$ cat config.mk
export PLATFORM = sky130hd
export DESIGN_NAME = mem_access_unit
export DESIGN_NICKNAME = d
export VERILOG_FILES = /design/src/rtl/mem_access_unit.sv
export SDC_FILE = /design/constraint.sdc
export NUM_CORES = 1
export LEC_CHECK = 0
export BUFFER_PORTS_ARGS = -buffer_cell sky130_fd_sc_hd__buf_2
export CELL_PAD_IN_SITES_DETAIL_PLACEMENT = 0
export CELL_PAD_IN_SITES_GLOBAL_PLACEMENT = 1
export CORE_UTILIZATION = 35
export CTS_CLUSTER_DIAMETER = 120
export DETAILED_ROUTE_END_ITERATION = 16
export GPL_TIMING_DRIVEN = 0
export HOLD_SLACK_MARGIN = 0.06
export PLACE_DENSITY_LB_ADDON = 0.1
export SYNTH_ARGS = -nofsm -noshare
export SYNTH_HDL_FRONTEND = slang
export SYNTH_SLANG_ARGS = --single-unit
$ cat constraint.sdc
create_clock -name clk -period 9.1 [get_ports clk]
set_input_delay 1.82 -clock clk [delete_from_list [all_inputs] [get_ports clk]]
set_output_delay 1.82 -clock clk [all_outputs]
set_load 0.03 [all_outputs]
$ cat src/rtl/mem_access_unit.sv
// Memory-stage load/store unit: one aligned bus transaction per op, pipeline stalled until it completes.
// Minimum latency 3 stall cycles (IDLE, REQ, RESP) plus a DONE cycle; gnt/rvalid delays each add one stall cycle.
module mem_access_unit #(
  parameter int XLEN      = 64,
  parameter int MEMTYPE_W = 3
) (
  input  logic                 clk,
  input  logic                 reset,
  input  logic                 memRead_in,
  input  logic                 memWrite_in,
  input  logic [MEMTYPE_W-1:0] memType_in,
  input  logic [XLEN-1:0]      ALUResult_in,
  input  logic [XLEN-1:0]      writeData_in,
  output logic                 bus_req,
  output logic                 bus_we,
  output logic [XLEN-1:0]      bus_addr,
  output logic [XLEN-1:0]      bus_wdata,
  output logic [7:0]           bus_wstrb,
  input  logic                 bus_gnt,
  input  logic                 bus_rvalid,
  input  logic [XLEN-1:0]      bus_rdata,
  output logic [XLEN-1:0]      readData_out,
  output logic                 stall_out,
  output logic                 fault_out
);

  typedef enum logic [1:0] {IDLE, REQ, RESP, DONE} state_t;

  state_t                 r_state, w_next;
  logic [XLEN-1:0]        r_addr, r_wdata, r_rdata;
  logic [7:0]             r_wstrb;
  logic                   r_we;
  logic [MEMTYPE_W-1:0]   r_type;
  logic [2:0]             r_lane;

  logic                   w_op, w_fault, w_misalign, w_capture;
  logic [1:0]             w_size;
  logic [2:0]             w_lane;
  logic [7:0]             w_strb_base;
  logic [XLEN-1:0]        w_shifted, w_load;

  assign w_op   = memRead_in | memWrite_in;
  assign w_size = memType_in[1:0];
  assign w_lane = ALUResult_in[2:0];

  // Unsigned encodings have no store meaning, so they fault on writes.
  always_comb begin
    w_misalign = 1'b0;
    case (w_size)
      2'd1:    w_misalign = ALUResult_in[0];
      2'd2:    w_misalign = |ALUResult_in[1:0];
      2'd3:    w_misalign = |ALUResult_in[2:0];
      default: w_misalign = 1'b0;
    endcase
    w_fault = w_misalign | (memType_in == 3'b111) | (memWrite_in & memType_in[2]);
  end

  always_comb begin
    w_strb_base = 8'h01;
    case (w_size)
      2'd0:    w_strb_base = 8'h01;
      2'd1:    w_strb_base = 8'h03;
      2'd2:    w_strb_base = 8'h0F;
      default: w_strb_base = 8'hFF;
    endcase
  end

  assign w_shifted = bus_rdata >> {r_lane, 3'b000};

  always_comb begin
    w_load = w_shifted;
    case (r_type)
      3'b000:  w_load = {{(XLEN-8){w_shifted[7]}},   w_shifted[7:0]};
      3'b001:  w_load = {{(XLEN-16){w_shifted[15]}}, w_shifted[15:0]};
      3'b010:  w_load = {{(XLEN-32){w_shifted[31]}}, w_shifted[31:0]};
      3'b100:  w_load = {{(XLEN-8){1'b0}},  w_shifted[7:0]};
      3'b101:  w_load = {{(XLEN-16){1'b0}}, w_shifted[15:0]};
      3'b110:  w_load = {{(XLEN-32){1'b0}}, w_shifted[31:0]};
      default: w_load = w_shifted;
    endcase
  end

  always_comb begin
    w_next    = r_state;
    stall_out = 1'b0;
    fault_out = 1'b0;
    w_capture = 1'b0;
    case (r_state)
      IDLE: begin
        if (w_op && w_fault) begin
          fault_out = 1'b1;
        end else if (w_op) begin
          stall_out = 1'b1;
          w_capture = 1'b1;
          w_next    = REQ;
        end
      end
      REQ: begin
        stall_out = 1'b1;
        if (bus_gnt) w_next = RESP;
      end
      RESP: begin
        stall_out = 1'b1;
        if (bus_rvalid) w_next = DONE;
      end
      // The completed op is still on EX/MEM here; releasing stall lets it leave without reissue.
      default: w_next = IDLE;
    endcase
  end

  always_ff @(posedge clk or posedge reset) begin
    if (reset) begin
      r_state <= IDLE;
      r_addr  <= '0;
      r_wdata <= '0;
      r_wstrb <= '0;
      r_we    <= 1'b0;
      r_type  <= '0;
      r_lane  <= '0;
      r_rdata <= '0;
    end else begin
      r_state <= w_next;
      if (w_capture) begin
        r_addr  <= {ALUResult_in[XLEN-1:3], 3'b000};
        r_wdata <= writeData_in << {w_lane, 3'b000};
        r_wstrb <= w_strb_base << w_lane;
        r_we    <= memWrite_in;
        r_type  <= memType_in;
        r_lane  <= w_lane;
      end
      if (r_state == RESP && bus_rvalid && !r_we) r_rdata <= w_load;
    end
  end

  assign bus_req      = (r_state == REQ);
  assign bus_we       = r_we;
  assign bus_addr     = r_addr;
  assign bus_wdata    = r_wdata;
  assign bus_wstrb    = r_wstrb;
  assign readData_out = r_rdata;

endmodule

Word level (Yosys, flattened, before mapping) --
Cells that the tools add are included.
Word-level totals: register bits after elaboration 206, word-level logic and storage cells 55, input bits 201, output and inout bits 204
Cells by class: mux-type cells 14, bitwise operators 4, shifts and indexed selects 3, reduce and logical (&&, ||, !) cells 11, equal/unequal tests 15
Operator list (count):
- 64-bit case mux with 6 select lines | 1
- 64-bit by 6-bit << shifter with 64-bit output | 1
- 64-bit by 6-bit >> shifter with 64-bit output | 1
- 8-bit case mux with 3 select lines | 1
- 3-bit equality test (second input constant) | 4
- 2-bit two-way mux | 4
- 8-bit by 3-bit << shifter with 8-bit output | 1
- 2-bit equality test (second input constant) | 3
- 2-bit != test (second input constant) | 3
- 2-bit case mux with 3 select lines | 1
- 1-bit two-way mux | 5
- 2-bit by 1-bit equality test with 1-bit output (second input constant) | 2
- 2-bit logical NOT | 2
- 4-bit AND reduction | 1
- 2-bit OR reduction | 2
- 3-bit by 1-bit equality test with 1-bit output (second input constant) | 1
- 3-bit by 2-bit equality test with 1-bit output (second input constant) | 1
- 1-bit logical AND | 3
- 3-bit logical NOT | 1
- 1-bit OR | 3
- 1-bit case mux with 3 select lines | 1
- 3-bit OR reduction | 1
- 2-bit by 1-bit != test with 1-bit output (second input constant) | 1
- 1-bit case mux with 2 select lines | 1
- other kinds (2) | 2

Longest topological paths before layout --
depth in word-level cells 7, mapped depth 9

Worst setup path before layout --
Ideal clock, no wire load.
path type input-to-output, start point in ALUResult_in[1], end point out stall_out, stages 8, buffers on the path 3, arrival 3.411 ns, slack 3.869 ns, required time 7.280 ns, path through buf_4 > nor3_4 > and4b_1 > buf_4 > o21a_1 > buf_2 > nor2_1 > nor2_1
Between the ends: cells in the longest elaborated chain, start to end 7
Ends and longest elaborated chain:
- from (decl) | line 12 | input logic [XLEN-1:0] ALUResult_in,
- 3-bit OR reduction or 2-bit OR reduction (tied branches) | line 52, 51
- 1-bit case mux with 3 select lines * | line 49 | case (w_size)
- 1-bit OR * (2 in a row) | line 55 | w_fault = w_misalign | (memType_in == 3'b111) | (memWrite_in & memType_in[2]);
- 1-bit logical AND * | line 90 | if (w_op && w_fault) begin
- 1-bit two-way mux * | line 90
- 1-bit case mux with 2 select lines * | line 88 | case (r_state)
- to (decl) | line 23 | output logic stall_out,
Mark *: on every way between the ends. The rest lies on a longest branch, timed or not.

Final worst setup path --
start point in memType_in[0], end point out stall_out
Between the ends: cells in the longest elaborated chain, start to end 7
Ends and longest elaborated chain:
- from (decl) | line 11 | input logic [MEMTYPE_W-1:0] memType_in,
- 2-bit equality test or 2-bit by 1-bit equality test with 1-bit output (tied branches) | line 49
- 1-bit case mux with 3 select lines | line 49
- 1-bit OR * (2 in a row) | line 55
- 1-bit logical AND * | line 90
- 1-bit two-way mux * | line 90
- 1-bit case mux with 2 select lines * | line 88
Marked as above.

==> results.toml <==
[timing]
final.setup.tns_ns = 0
slew_viol_final = 0
relSlewSlack_pct = 33.8
period_needed_ns = 5.74
fin_crit_sh_pct = 63.1
setup_viol = 0
rsz0062_at_grt = "false"
fmax_ghz = 0.174
fin_skew_ns = 0.00984
hold_viol = 0
setup_ws_ns = 3.36
tightest_slew_ns = 0.985

[setup_path]
r2r-end = "readData_out[16]$_DFFE_PP0P_"
cp_max_fo = 10
r2r_slack_ns = 6.59
r2r-start = "r_lane[1]$_DFFE_PP0P_"
worstPathRequired_ns = 7.28
crit_path_end_kind = "primary output"
crit_top_cell = "buf_2"
slowest_delay_ns = 0.52
cp_slowest_cell = "a2bb2oi_1"
crit_type = "in2out"
start_kind = "input pin"
reg2regPathDepth = 8
crit_chain = "buf_2 -> clkbuf_1 -> nor3_1 -> a2bb2oi_1 -> o21a_1 -> buf_2 -> nor2_1 -> nor2_1 -> buf_2"
worstPathArrival_ns = 3.92

[floorplan]
die_area_mm2 = 0.0331
coreArea_mm2 = 0.0317
ios = 405
rows = 65
start_util_pct = 35.8
die_h_um = 182
die_w_um = 182

[placement]
port_buffers = 398
dp_hpwl_mm = 35.4
dp_slack_ns = 3.38
gp_congestion = 0.947
dpl.cell_count = 2009

[power]
max-vdd-ir-drop_v = 0.000175
leakage_nw = 7.28
p_per_area_mw_per_mm2 = 375
power_mw = 5.54

[yosys]
ys_dominant_reg_cell = "dfrtp_1"
synth_edf_count = 0
yosys.area.top_type = "dfrtp_1"
synthAdderAreaFrac_pct = 0.441
synthCells = 1206
ys_types = 57
synth_xor_area_share_pct = 0
ys_async_sr_fraction_pct = 100
synth_warnings = 0
synth_area_mm2 = 0.0113
synth-compound-area-share_pct = 14.4
synth_top_family_by_area = "simple AND/OR/NAND/NOR gates"
yosys.area_share.simple_pct = 17.5
ys_top_cells_by_area = "dfrtp_1, nand2_1, mux4_2, mux2i_1, a21oi_1"
synth_seq_area_share_pct = 45.4
muxShareOfSynthArea_pct = 17.5
syn_avg_cell_area_um2 = 9.41
synth_top_area_share_pct = 45.4
ys_seq_elements = 206

[clock_network]
cts-resized-gates = 0
ctsHoldBuffers = 0
path_clk_slew_ns = 0.06
cts.sinks = 206
cts_made_buffers = 24
cts-root-buf = "clkbuf_16"
h-tree-depth = 1
clock_path_buffers = 3
post_cts_buffers = 0
clock_latency_ns = 0.53
cts_tree = "built"

[global_route]
grt_antenna_before_repair = 3
grt_pass1_wl_mm = 67.3
grt_pass1_vias = 10979
grt_max_degree = 109
overflow = 0
grt_usage_pct = 27.0

[final_layout]
final_common_cell = "buf_2"
layout_common_cells = "buf_2, nand2_1, dfrtp_1"
nFillCells = 3251
final_util_pct = 46.5
nets = 1838
area_growth_pct = 30.1
fin_cells = 2056
drive_gt1_share_pct = 34.0

[min_path]
hp-class = "reg2reg"
min_to = "bus_wdata[11]$_DFFE_PP0P_"
hold_start = "bus_wdata[11]$_DFFE_PP0P_"
holdPathStages = 2

[routing]
drt-total-wl_mm = 45.4
vias_per_cell = 5.33
drt_iter0_markers = 771
drtPass1Iterations = 5
ant_nets = 0
wire_per_inst_um = 22.1
drc_errors = 0
vias = 10957

[run]
max_cap_violations = 0

[outcome]
status = "complete, no violations"
synthesized netlist by cell type, types with 2 or more instances:
library cell / count
a211oi_1: 12
a21oi_1: 86
a221o_1: 8
a221oi_1: 12
a22oi_1: 5
a31oi_1: 25
and2_0: 3
and3b_1: 2
buf_1: 7
buf_2: 40
buf_4: 11
clkbuf_1: 45
dfrtp_1: 206
ha_1: 4
inv_1: 9
mux2_2: 23
mux2i_1: 72
mux4_2: 44
nand2_1: 301
nand2b_1: 10
nand3_1: 11
nand3b_1: 2
nand4_1: 2
nor2_1: 114
nor2b_1: 26
nor3_1: 3
o2111ai_1: 2
o211ai_1: 6
o21a_1: 11
o21ai_0: 47
o221ai_1: 3
o22a_1: 7
o22ai_1: 3
o2bb2ai_1: 3
o31ai_1: 19
state kept, by name, indices dropped and copies added, names as in the netlist:
signal and count:
readData_out 64, bus_addr 61, r_state 2, bus_wstrb 8
r_lane 3, bus_wdata 64, bus_we 1, r_type 3
worst max-delay path, delay by kind of cell:
kind / cells / cell delay, ns
AO/OA/AOI/OAI: 2 / 0.91
AND/OR/NAND/NOR: 3 / 0.36
buffers and inverters: 4 / 0.83
cells by family after synthesis:
group	count (synthesis)
buf+inv	114
simple gates	482
flops	206
fa+ha+maj	4
other cells	1
mux	140
compound gates	259
final cells by class:
class	count	area (um2)	share of cell area, %
diodes	3	7.51	0.0509
clock buffers	34	678	4.59
repair buffers	399	2020	13.7
flip-flops and latches	206	5150	34.9
plain buffers	104	489	3.31
clock inverters	10	190	1.29
well taps	402	503	3.41
multi-input cells	888	5670	38.4
inverters	10	45.0	0.305
report_power, final:
group | switching [mW] | internal (mW) | leakage, nW | total [mW]
combinational | 2.01 | 0.897 | 4.32 | 2.91
sequential | 0.228 | 1.34 | 2.54 | 1.56
clock | 0.404 | 0.662 | 0.425 | 1.07
total | 2.64 | 2.89 | 7.28 | 5.54
through the flow:
stage | cell area [um2] | hold slack (ns)
finish | 14800 | 0.463
floorplan | 11400 | 0.492
CTS | 14800 | 0.464
detailed placement | 13900 | 0.451
global placement | 13800 | 0.448
global route | 14800 | 0.482
how the worst max path moves through the flow:
stage | from | slack (ns) | cells past startpoint | end
floorplan | reset | 1.66 | 1 | bus_addr[10]$_DFFE_PP0P_
global placement | reset | -1.17 | 2 | readData_out[8]$_DFFE_PP0P_
detailed placement | memType_in[0] | 3.38 | 9 | stall_out
CTS | memType_in[0] | 3.37 | 9 | stall_out
global route | memType_in[0] | 3.21 | 9 | stall_out
finish | memType_in[0] | 3.36 | 9 | stall_out
per-layer routing:
layer,up-vias,global-route usage (%),wire length (um)
met3,78,5.38,3250
met1,5334,33.3,18100
li1,5077,-,-
met5,-,0,0
met4,0,8.81,1490
met2,468,47.3,22600
No activity file was read; power rests on OpenSTA's default activity.
